===== config.mk =====
export PLATFORM = sky130hd
export DESIGN_NAME = coin_credit_ctrl_flat
export DESIGN_NICKNAME = d
export VERILOG_FILES = /design/src/rtl/coin_pkg.sv /design/src/rtl/coin_credit_ctrl_if.sv /design/src/rtl/coin_credit_ctrl_seg7_dec.sv /design/src/rtl/coin_credit_ctrl.sv /design/src/flat_wrapper.sv
export SDC_FILE = /design/constraint.sdc
export NUM_CORES = 1
export LEC_CHECK = 0
export ABC_AREA = 0
export ABC_CLOCK_PERIOD_IN_PS = 8200
export CAP_MARGIN = 20
export CORE_MARGIN = 3
export CORE_UTILIZATION = 61
export CTS_CLUSTER_SIZE = 24
export DETAILED_ROUTE_END_ITERATION = 6
export PLACE_DENSITY_LB_ADDON = 0.25
export SYNTH_ARGS = -nofsm -noshare
export SYNTH_HDL_FRONTEND = slang
export SYNTH_SLANG_ARGS = --single-unit

===== constraint.sdc =====
create_clock -name clk -period 8.2 [get_ports clk]
set_input_delay 0.82 -clock clk [delete_from_list [all_inputs] [get_ports clk]]
set_output_delay 0.82 -clock clk [all_outputs]
set_load 0.05 [all_outputs]

===== src/rtl/coin_pkg.sv =====
// rtl/coin_pkg.sv - shared types and constants for the coin credit controller
package coin_pkg;

   typedef enum logic [1:0] {
      IDLE   = 2'd0,
      VEND   = 2'd1,
      CHANGE = 2'd2
   } state_t;

   localparam int COIN100_VAL = 1;
   localparam int COIN500_VAL = 5;

   // Active-low segments ordered {g,f,e,d,c,b,a}
   localparam logic [6:0] SEG_BLANK = 7'b1111111;
   localparam logic [6:0] SEG_0     = 7'b1000000;
   localparam logic [6:0] SEG_1     = 7'b1111001;
   localparam logic [6:0] SEG_2     = 7'b0100100;
   localparam logic [6:0] SEG_3     = 7'b0110000;
   localparam logic [6:0] SEG_4     = 7'b0011001;
   localparam logic [6:0] SEG_5     = 7'b0010010;
   localparam logic [6:0] SEG_6     = 7'b0000010;
   localparam logic [6:0] SEG_7     = 7'b1111000;
   localparam logic [6:0] SEG_8     = 7'b0000000;
   localparam logic [6:0] SEG_9     = 7'b0010000;

endpackage


===== src/rtl/coin_credit_ctrl_if.sv =====
// rtl/coin_credit_ctrl_if.sv - coin/vend inputs and dispenser/display outputs
interface coin_credit_ctrl_if #(
   parameter int CREDIT_W = 7
);
   logic                coin100;
   logic                coin500;
   logic                vend_req;
   logic                cancel;
   logic [CREDIT_W-1:0] credit;
   logic                busy;
   logic                coin_reject;
   logic                vend_o;
   logic                deny_o;
   logic                change100;
   logic                change500;
   logic [6:0]          seg_tens;
   logic [6:0]          seg_ones;

   modport master (
      output coin100, coin500, vend_req, cancel,
      input  credit, busy, coin_reject, vend_o, deny_o, change100, change500, seg_tens, seg_ones
   );

   modport slave (
      input  coin100, coin500, vend_req, cancel,
      output credit, busy, coin_reject, vend_o, deny_o, change100, change500, seg_tens, seg_ones
   );
endinterface


===== src/rtl/coin_credit_ctrl_seg7_dec.sv =====
// rtl/coin_credit_ctrl_seg7_dec.sv - decimal digit to active-low 7-segment decoder
module seg7_dec
   import coin_pkg::*;
(
   input  logic [3:0] digit_i,
   output logic [6:0] seg_o
);

   always_comb begin
      seg_o = SEG_BLANK;
      case (digit_i)
         4'd0:    seg_o = SEG_0;
         4'd1:    seg_o = SEG_1;
         4'd2:    seg_o = SEG_2;
         4'd3:    seg_o = SEG_3;
         4'd4:    seg_o = SEG_4;
         4'd5:    seg_o = SEG_5;
         4'd6:    seg_o = SEG_6;
         4'd7:    seg_o = SEG_7;
         4'd8:    seg_o = SEG_8;
         4'd9:    seg_o = SEG_9;
         default: seg_o = SEG_BLANK;
      endcase
   end

endmodule


===== src/rtl/coin_credit_ctrl.sv =====
// rtl/coin_credit_ctrl.sv - saturating coin credit, vend/refund FSM and 2-digit display
// Optional greedy 500-unit change is enabled by defining CHANGE_500_EN.
module coin_credit_ctrl
   import coin_pkg::*;
#(
   parameter int CREDIT_W   = 7,
   parameter int MAX_CREDIT = 15,
   parameter int PRICE      = 10
)(
   input  logic               clk,
   input  logic               rst_n,
   coin_credit_ctrl_if.slave  bus
);

   localparam logic [CREDIT_W:0]   MAX_X   = (CREDIT_W+1)'(MAX_CREDIT);
   localparam logic [CREDIT_W:0]   PRICE_X = (CREDIT_W+1)'(PRICE);
   localparam logic [CREDIT_W:0]   C100_X  = (CREDIT_W+1)'(COIN100_VAL);
   localparam logic [CREDIT_W:0]   C500_X  = (CREDIT_W+1)'(COIN500_VAL);
   localparam logic [CREDIT_W-1:0] PRICE_N = CREDIT_W'(PRICE);
   localparam logic [CREDIT_W-1:0] C100_N  = CREDIT_W'(COIN100_VAL);

   // Input bit order: {cancel, vend_req, coin500, coin100}
   logic [3:0]          in_q, prev_q, edg;
   logic                arm_q;
   state_t              state_q, state_d;
   logic [CREDIT_W-1:0] credit_q, credit_d;
   logic [CREDIT_W:0]   cr_sum;
   logic                busy_q;
   logic                reject_q, reject_d;
   logic                vend_q, vend_d;
   logic                deny_q, deny_d;
   logic                c100_q, c100_d;
   logic [3:0]          tens_dig, ones_dig;
   logic [6:0]          seg_tens_d, seg_ones_d, seg_tens_q, seg_ones_q;

   // On the first clock after reset prev is loaded from the raw pins so a level held through reset is not an edge
   always_ff @(posedge clk or negedge rst_n) begin
      if (!rst_n) begin
         in_q   <= '0;
         prev_q <= '0;
         arm_q  <= 1'b0;
      end else begin
         arm_q  <= 1'b1;
         in_q   <= {bus.cancel, bus.vend_req, bus.coin500, bus.coin100};
         prev_q <= arm_q ? in_q : {bus.cancel, bus.vend_req, bus.coin500, bus.coin100};
      end
   end

   assign edg = in_q & ~prev_q;

`ifdef CHANGE_500_EN
   localparam logic [CREDIT_W-1:0] C500_N = CREDIT_W'(COIN500_VAL);
   logic c500_q, c500_d;
`endif

   always_comb begin
      state_d  = state_q;
      credit_d = credit_q;
      cr_sum   = {1'b0, credit_q};
      reject_d = 1'b0;
      vend_d   = 1'b0;
      deny_d   = 1'b0;
      c100_d   = 1'b0;
`ifdef CHANGE_500_EN
      c500_d   = 1'b0;
`endif
      case (state_q)
         IDLE: begin
            if (edg[3] && credit_q != '0) begin
               state_d  = CHANGE;
               reject_d = edg[1] | edg[0];
            end else begin
               if (edg[1]) begin
                  if (cr_sum + C500_X <= MAX_X) cr_sum = cr_sum + C500_X;
                  else                          reject_d = 1'b1;
               end
               if (edg[0]) begin
                  if (edg[1])                        reject_d = 1'b1;
                  else if (cr_sum + C100_X <= MAX_X) cr_sum = cr_sum + C100_X;
                  else                               reject_d = 1'b1;
               end
               credit_d = CREDIT_W'(cr_sum);
               if (edg[2]) begin
                  if (cr_sum >= PRICE_X) state_d = VEND;
                  else                   deny_d  = 1'b1;
               end
            end
         end
         VEND: begin
            reject_d = edg[1] | edg[0];
            vend_d   = 1'b1;
            credit_d = credit_q - PRICE_N;
            state_d  = (credit_d != '0) ? CHANGE : IDLE;
         end
         CHANGE: begin
            reject_d = edg[1] | edg[0];
`ifdef CHANGE_500_EN
            if (credit_q >= C500_N) begin
               c500_d   = 1'b1;
               credit_d = credit_q - C500_N;
            end else begin
               c100_d   = 1'b1;
               credit_d = credit_q - C100_N;
            end
`else
            c100_d   = 1'b1;
            credit_d = credit_q - C100_N;
`endif
            if (credit_d == '0) state_d = IDLE;
         end
         default: state_d = IDLE;
      endcase
   end

   always_ff @(posedge clk or negedge rst_n) begin
      if (!rst_n) begin
         state_q    <= IDLE;
         credit_q   <= '0;
         busy_q     <= 1'b0;
         reject_q   <= 1'b0;
         vend_q     <= 1'b0;
         deny_q     <= 1'b0;
         c100_q     <= 1'b0;
         seg_tens_q <= SEG_0;
         seg_ones_q <= SEG_0;
      end else begin
         state_q    <= state_d;
         credit_q   <= credit_d;
         busy_q     <= (state_d != IDLE);
         reject_q   <= reject_d;
         vend_q     <= vend_d;
         deny_q     <= deny_d;
         c100_q     <= c100_d;
         seg_tens_q <= seg_tens_d;
         seg_ones_q <= seg_ones_d;
      end
   end

`ifdef CHANGE_500_EN
   always_ff @(posedge clk or negedge rst_n) begin
      if (!rst_n) c500_q <= 1'b0;
      else        c500_q <= c500_d;
   end
   assign bus.change500 = c500_q;
`else
   assign bus.change500 = 1'b0;
`endif

   assign tens_dig = 4'(credit_q / CREDIT_W'(10));
   assign ones_dig = 4'(credit_q % CREDIT_W'(10));

   seg7_dec u_seg_tens (.digit_i(tens_dig), .seg_o(seg_tens_d));
   seg7_dec u_seg_ones (.digit_i(ones_dig), .seg_o(seg_ones_d));

   assign bus.credit      = credit_q;
   assign bus.busy        = busy_q;
   assign bus.coin_reject = reject_q;
   assign bus.vend_o      = vend_q;
   assign bus.deny_o      = deny_q;
   assign bus.change100   = c100_q;
   assign bus.seg_tens    = seg_tens_q;
   assign bus.seg_ones    = seg_ones_q;

endmodule


===== src/flat_wrapper.sv =====
// flat-port wrapper written by rule: the top's interface ports become plain ports
module coin_credit_ctrl_flat import coin_pkg::*;
#(
   parameter int CREDIT_W   = 7,
   parameter int MAX_CREDIT = 15,
   parameter int PRICE      = 10
)
  (clk, rst_n, bus_coin100, bus_coin500, bus_vend_req, bus_cancel, bus_credit, bus_busy, bus_coin_reject, bus_vend_o, bus_deny_o, bus_change100, bus_change500, bus_seg_tens, bus_seg_ones);
  coin_credit_ctrl_if #(.CREDIT_W(CREDIT_W)) bus_i ();
  input  logic clk;
  input  logic rst_n;
  input wire logic [$bits(bus_i.coin100)-1:0] bus_coin100;
  input wire logic [$bits(bus_i.coin500)-1:0] bus_coin500;
  input wire logic [$bits(bus_i.vend_req)-1:0] bus_vend_req;
  input wire logic [$bits(bus_i.cancel)-1:0] bus_cancel;
  output wire logic [$bits(bus_i.credit)-1:0] bus_credit;
  output wire logic [$bits(bus_i.busy)-1:0] bus_busy;
  output wire logic [$bits(bus_i.coin_reject)-1:0] bus_coin_reject;
  output wire logic [$bits(bus_i.vend_o)-1:0] bus_vend_o;
  output wire logic [$bits(bus_i.deny_o)-1:0] bus_deny_o;
  output wire logic [$bits(bus_i.change100)-1:0] bus_change100;
  output wire logic [$bits(bus_i.change500)-1:0] bus_change500;
  output wire logic [$bits(bus_i.seg_tens)-1:0] bus_seg_tens;
  output wire logic [$bits(bus_i.seg_ones)-1:0] bus_seg_ones;
  assign bus_i.coin100 = bus_coin100;
  assign bus_i.coin500 = bus_coin500;
  assign bus_i.vend_req = bus_vend_req;
  assign bus_i.cancel = bus_cancel;
  assign bus_credit = bus_i.credit;
  assign bus_busy = bus_i.busy;
  assign bus_coin_reject = bus_i.coin_reject;
  assign bus_vend_o = bus_i.vend_o;
  assign bus_deny_o = bus_i.deny_o;
  assign bus_change100 = bus_i.change100;
  assign bus_change500 = bus_i.change500;
  assign bus_seg_tens = bus_i.seg_tens;
  assign bus_seg_ones = bus_i.seg_ones;
  coin_credit_ctrl #(.CREDIT_W(CREDIT_W), .MAX_CREDIT(MAX_CREDIT), .PRICE(PRICE)) u_core (.clk(clk), .rst_n(rst_n), .bus(bus_i));
endmodule

==> key figures, run 1 <==
STA
  • Final hold vios: 0
  • Tmin final: 4.22 ns
  • Max-slew headroom at the worst pin: roughly two fifths
  • Unrepaired setup endpoints after global routing: no
  • Maximum clock rate: 237 MHz
  • Max-slew violation count: 0
  • Final period utilization: 51.5%
  • Number of endpoints failing setup at the final stage: 0
  • Post-Route Skew: 0.00602 ns
  • Worst slew pin tran: 0.857 ns
  • Accumulated negative setup slack: 0 ns

Clock tree
  • Htree depth: 2
  • Clock sinks: 37
  • # hold bufs at CTS: 0
  • Clock network latency to the later pin of the worst-skew pair: approximately 0.29 ns
  • Clock tree from TritonCTS: yes
  • Clk pin slew, worst setup/hold paths: 0.08 ns
  • Maximum clock insertion buffer count: 2
  • Post-CTS setup buffers: 0
  • Clock root buffer: sky130_fd_sc_hd__clkbuf_8
  • TritonCTS buffer count: 5
  • Number of resized instances in the post-cts repair step: 0

Hold path
  • Min-Delay Endpoint: u_core.bus.deny_o
  • Worst hold stages: 1
  • Worst hold-check path type: flip-flop to flip-flop
  • Hold path startpoint: u_core.prev_q[2]

Critical path
  • Top cell by count, worst path: sky130_fd_sc_hd__ha_1
  • Maximum fanout along the worst path: 22
  • Cell-by-cell listing of the critical path: inv_1, ha_1, nand2_1, a32oi_1, nor2_1, mux2_2, ha_1, nand3_1, o21ai_0, o211a_1, or2_2, o2bb2ai_1, a211oi_1, nor3_1, a21oi_1
  • Register-to-register setup slack: 3.98 ns
  • Worst EP arrival: 4.39 ns
  • Cell family with most CP delay: simple AND/OR/NAND/NOR gates
  • Number of buffer and inverter stages on the critical path: 1
  • Worst-path cell with the longest stage delay: sky130_fd_sc_hd__dfrtp_1
  • Largest stage delay, worst path: between 0.7 and 0.8 ns
  • Crit Path Class: flip-flop to flip-flop
  • Endpoint of the worst register-to-register path: u_core.bus.busy
  • R2R cell count: 15
  • Critical path launch point type: flip-flop
  • Worst path required time: 8.37 ns
  • Worst reg2reg path startpoint: u_core.bus.credit[2]
  • Worst Setup End Kind: flip-flop

Die
  • Area of the placeable core: roughly 4200 µm²
  • Standard-cell rows: 23
  • Die Wd: 73.5 µm
  • # IOs: 33
  • Die Outline Area: 5390 µm²
  • Chip height: 73.5 µm
  • Effective utilization at floorplan: between 60% and 70%

Job
  • Maximum Capacitance Violations: 0

Layout
  • Highest-count cells in the layout ignoring fill and taps: sky130_fd_sc_hd__dfrtp_1 (35), sky130_fd_sc_hd__clkdlybuf4s50_1 (30), sky130_fd_sc_hd__ha_1 (26)
  • Fillers: 320
  • Total inserted antenna cells: 0
  • Area Growth Syn to Fin: 13.8%
  • Most frequent standard cell in the layout excluding fill and tap cells: sky130_fd_sc_hd__dfrtp_1
  • Fraction of layout instances using a drive strength above 1: around 8%
  • Count of nets after finishing: 363

Yosys
  • Distinct cells, synth: 63
  • Average cell area after synthesis: roughly 9 µm²
  • Area of the mapped netlist: 2780 µm²
  • Post-synth EDFFs: 0
  • Post-Synthesis Net Count: 341
  • FFs w/ async S/R, synth: 100%
  • Sequential fraction of the synthesis area: 33.5%
  • Cell count after synthesis: 309
  • Count of yosys warnings during synthesis: 0
  • Ys flop type: sky130_fd_sc_hd__dfrtp_1
  • Register bit total from synthesis: 37

Drt
  • Mean number of vias per cell: around 6.4
  • Iteration-0 DRC count of the detailed router: 183
  • Avg WL per Cell: 17.5 µm
  • First-pass DRT Iterations: 5
  • Total Wirelength: 6680 µm
  • Remaining routing DRC violations: 0
  • Via count: 2444
  • Final antenna-violating net count: 0

Global route
  • Largest net degree at the start of global routing: 38
  • Total routing resource utilization after global routing: about a quarter
  • Wire length of the first global-routing pass: between 10000 and 15000 µm
  • Via count of the first global-routing pass: about 2400
  • Initial antenna violation count: 0
  • Aggregate global routing overflow: 0

Placed design
  • Sum of net half-perimeters after detailed placement: approximately 4700 µm
  • Total of buffers placed on input and output ports: 31
  • Weighted congestion reported at the end of routability-driven placement: 0.977

Run status
  • Status: finished clean
## per-stage QoR
stage | setup slack (ns) | hold slack (ns) | cell area (µm²) | cells | util [%]
finish | 3.98 | 0.507 | 3160 | 382 | 75.2
floorplan | 4.49 | 0.433 | 2780 | 309 | -
global placement | 4.31 | 0.452 | 3050 | 374 | 72.7
CTS | 4.06 | 0.489 | 3160 | 382 | 75.2
global route | 3.59 | 0.507 | 3160 | 382 | 75.2
detailed placement | 4.07 | 0.453 | 3050 | 374 | 72.7
## logic make-up (layout without fill, tap and decap cells)
kind of cell,count (synthesis),count (layout),share of synthesized area [%]
AND/OR/NAND/NOR,92,92,17.0
flip-flops,37,37,33.5
other,2,2,0.271
adder cells (fa/ha/maj),26,26,11.7
XOR/XNOR,14,14,4.42
multiplexers,15,15,6.18
buffers and inverters,36,59,5.91
AO/OA/AOI/OAI,87,87,21.0
## worst max path at each step
stage | slack [ns] | start | end | cells past startpoint
after CTS | 4.06 | u_core.bus.credit[2] | u_core.bus.busy | 15
after global placement | 4.31 | u_core.bus.credit[2] | u_core.bus.busy | 15
final | 3.98 | u_core.bus.credit[2] | u_core.bus.busy | 15
after global routing | 3.59 | u_core.bus.credit[2] | u_core.bus.busy | 15
after floorplan | 4.49 | u_core.bus.credit[2] | u_core.bus.busy | 16
after detailed placement | 4.07 | u_core.bus.credit[2] | u_core.bus.busy | 15
## routing by layer
metal,global-route usage [%],routed length (µm),vias up
met5,0,0,-
met4,12.9,177,0
met3,5.20,416,20
met2,43.0,3350,110
met1,32.0,2740,1173
li1,-,-,1141
## layout make-up
type                       count  area, µm²  share of cell area (%)
clock buffer                   7       96.3                    3.05
clock inverter                 1       8.76                   0.277
inverter                      20       75.1                    2.38
multi-input combinational    236       1680                    53.3
sequential                    37        928                    29.4
tap                           50       62.6                    1.98
timing repair buffer          31        305                    9.66
## state kept, by name, summed over array words and instances, names as in the netlist, 2 cells and up
signal	cells
u_core.prev_q	4
u_core.bus.seg_ones	7
u_core.state_q	2
u_core.bus.credit	7
u_core.bus.seg_tens	7
u_core.in_q	4
## synthesized netlist by cell type, types with 3 or more instances
library cell / count / area share, %
sky130_fd_sc_hd__buf_2: 8 / 1.4
sky130_fd_sc_hd__inv_1: 20 / 2.7
sky130_fd_sc_hd__and3_1: 4 / 0.90
sky130_fd_sc_hd__nor2b_1: 5 / 1.1
sky130_fd_sc_hd__ha_1: 26 / 12
sky130_fd_sc_hd__a21oi_1: 24 / 4.3
sky130_fd_sc_hd__nor3_1: 10 / 1.8
sky130_fd_sc_hd__nand3_1: 8 / 1.4
sky130_fd_sc_hd__nand4_1: 3 / 0.68
sky130_fd_sc_hd__dfrtp_1: 35 / 32
sky130_fd_sc_hd__mux2i_1: 7 / 2.5
sky130_fd_sc_hd__nor2_1: 23 / 3.1
sky130_fd_sc_hd__o21ai_0: 18 / 3.2
sky130_fd_sc_hd__nand2_1: 20 / 2.7
sky130_fd_sc_hd__xnor2_1: 11 / 3.5
sky130_fd_sc_hd__a21o_1: 4 / 1.1
sky130_fd_sc_hd__nand2b_1: 3 / 0.68
sky130_fd_sc_hd__a22oi_1: 4 / 1.1
sky130_fd_sc_hd__xor2_1: 3 / 0.95
sky130_fd_sc_hd__mux2_2: 7 / 2.8
sky130_fd_sc_hd__nor3b_1: 3 / 0.81
sky130_fd_sc_hd__clkbuf_1: 5 / 0.68
sky130_fd_sc_hd__o22ai_1: 6 / 1.4
Power of run 1 is left out: the tool's default activity adds up to more than one toggle a clock period on the data nets, which glitch-free logic cannot reach.
==> run 2, diff against run 1 <==
ABC_CLOCK_PERIOD_IN_PS = 3510   (was 8200)
CORE_UTILIZATION = 51   (was 61)
clock period = 3.51 ns   (was 8.2 ns; I/O delays follow)
==> key figures, run 2 (synthesized netlist as in run 1, its figures left out) <==
Global route
  • M2 GR Usage: between 30% and 40%
  • Via count of the first global-routing pass: 2367
  • Wire length of the first global-routing pass: 11000 µm
  • Met1 routing resource usage after global routing: 26.8%
  • Total routing resource utilization after global routing: 22.1%
  • Met3 GRT Util: 4.74%
  • Global route hottest layer: met2
  • Aggregate global routing overflow: 0
  • Initial antenna violation count: 0
  • Largest net degree at the start of global routing: 38

STA
  • Final period utilization: 91.9%
  • Max-slew violation count: 0
  • Tmin final: 3.22 ns
  • Worst slew pin tran: about 0.83 ns
  • Accumulated negative setup slack: 0 ns
  • Number of endpoints failing setup at the final stage: 0
  • Final hold vios: 0
  • Setup WS post-layout: approximately 0.29 ns
  • Post-Route Skew: between 0.003 and 0.004 ns
  • Unrepaired setup endpoints after global routing: no
  • Maximum clock rate: 310 MHz
  • Max-slew headroom at the worst pin: 44.6%

Clock tree
  • # hold bufs at CTS: 0
  • Htree depth: 2
  • Clock tree from TritonCTS: yes
  • Clock root buffer: sky130_fd_sc_hd__clkbuf_8
  • Clock sinks: 37
  • Clk pin slew, worst setup/hold paths: 0.08 ns
  • Clock network latency to the later pin of the worst-skew pair: 0.28 ns
  • TritonCTS buffer count: 5
  • Maximum clock insertion buffer count: 2

Critical path
  • Crit Path Class: flip-flop to flip-flop
  • Worst Setup End Kind: flip-flop
  • Largest stage delay, worst path: 0.40 ns
  • Launch point of the critical path: u_core.bus.credit[3]
  • Worst-path cell with the longest stage delay: sky130_fd_sc_hd__xnor2_1
  • Worst path required time: 3.72 ns
  • Cell-by-cell listing of the critical path: buf_4, nand2b_1, mux2i_1, nand2_1, xnor2_1, ha_1, and3b_1, o21ba_1, xnor2_1, inv_1, ha_1, inv_1, mux2i_1, a21oi_1
  • Cell family with most CP delay: XOR/XNOR gates
  • Worst EP arrival: 3.44 ns
  • Worst reg2reg path startpoint: u_core.bus.credit[3]
  • Number of buffer and inverter stages on the critical path: 3
  • Critical path launch point type: flip-flop
  • Maximum fanout along the worst path: 21

Die
  • # IOs: 33
  • Area of the placeable core: roughly 5200 µm²
  • Die Wd: 79.8 µm
  • Effective utilization at floorplan: 53.7%
  • Die Outline Area: 6360 µm²
  • Standard-cell rows: 26
  • Chip height: 79.8 µm

Drt
  • Iteration-0 DRC count of the detailed router: 177
  • Final antenna-violating net count: 0
  • Avg WL per Cell: ~16 µm
  • Remaining routing DRC violations: 0
  • Via count: ~2500
  • First-pass DRT Iterations: 4
  • Total Wirelength: between 6000 and 7000 µm
  • Mean number of vias per cell: 5.88

Layout
  • Highest-count cells in the layout ignoring fill and taps: sky130_fd_sc_hd__dfrtp_1 (33), sky130_fd_sc_hd__clkdlybuf4s50_1 (30), sky130_fd_sc_hd__ha_1 (26)
  • Fillers: roughly 430
  • Fraction of layout instances using a drive strength above 1: 15.5%
  • Count of nets after finishing: 385
  • Area Growth Syn to Fin: 21.9%
  • Total inserted antenna cells: 0
  • Most frequent standard cell in the layout excluding fill and tap cells: sky130_fd_sc_hd__dfrtp_1

Job
  • Maximum Capacitance Violations: 0

Placed design
  • Total of buffers placed on input and output ports: 31
  • Sum of net half-perimeters after detailed placement: 4930 µm
  • Post-placement worst setup slack: 0.112 ns
  • Weighted congestion reported at the end of routability-driven placement: roughly 0.94

Run status
  • Status: finished clean

Hold path
  • Worst hold-check path type: input port to async pin
-- run 2: changes by cell type in the layout (fill, tap and decap cells not counted), sizes merged --
| cell | previous run | this run |
|---|---|---|
| buf | 1 | 23 |
| clkbuf | 7 | 5 |
| clkinv | 0 | 2 |
| clkinvlp | 0 | 1 |
| inv | 21 | 20 |
-- run 2: timing repair --
item | 4_1_cts | 5_1_grt
resized for setup | 0 | 6
setup buffers | 0 | 4
setup endpoints to repair | 0 | 6
-- run 2: through the flow --
step	area (µm²)	hold WS (ns)	utilization, %	instances
floorplan	2790	0.0554	-	309
global placement	3230	0.471	62.4	412
detailed placement	3230	0.460	62.4	412
CTS	3310	0.205	64.0	420
global route	3380	0.228	65.4	424
finish	3380	0.149	65.4	424
-- run 2: layer usage --
layer  part of all wire (%)  routed length [µm]
met3                    5.2                 342
met2                     52                3430
met4                    2.0                 134
met5                      0                   0
met1                     41                2730
-- run 2: final timing paths --
kind | to | slack (ns) | cells past startpoint
min in group clk | u_core.bus.deny_o | 0.47 | 1
setup reg to reg | u_core.bus.seg_ones[5] | 0.29 | 14
setup / recovery | u_core.bus.seg_ones[5] | 0.29 | 14
max in group asynchronous | u_core.bus.credit[1] | 2.77 | 1
hold reg to reg | u_core.bus.deny_o | 0.47 | 1
hold / removal | u_core.bus.credit[5] | 0.15 | 1
-- run 2: layout make-up --
| class | count | area [µm²] | share of cell area [%] |
|---|---|---|---|
| clock buffers | 5 | 68.8 | 2.03 |
| clock inverters | 3 | 17.5 | 0.518 |
| multi-input cells | 236 | 1720 | 50.9 |
| inverters | 20 | 75.1 | 2.22 |
| repair buffers | 53 | 483 | 14.3 |
| flip-flops and latches | 37 | 931 | 27.5 |
| well taps | 70 | 87.6 | 2.59 |
Power of run 2 is left out for the same reason.
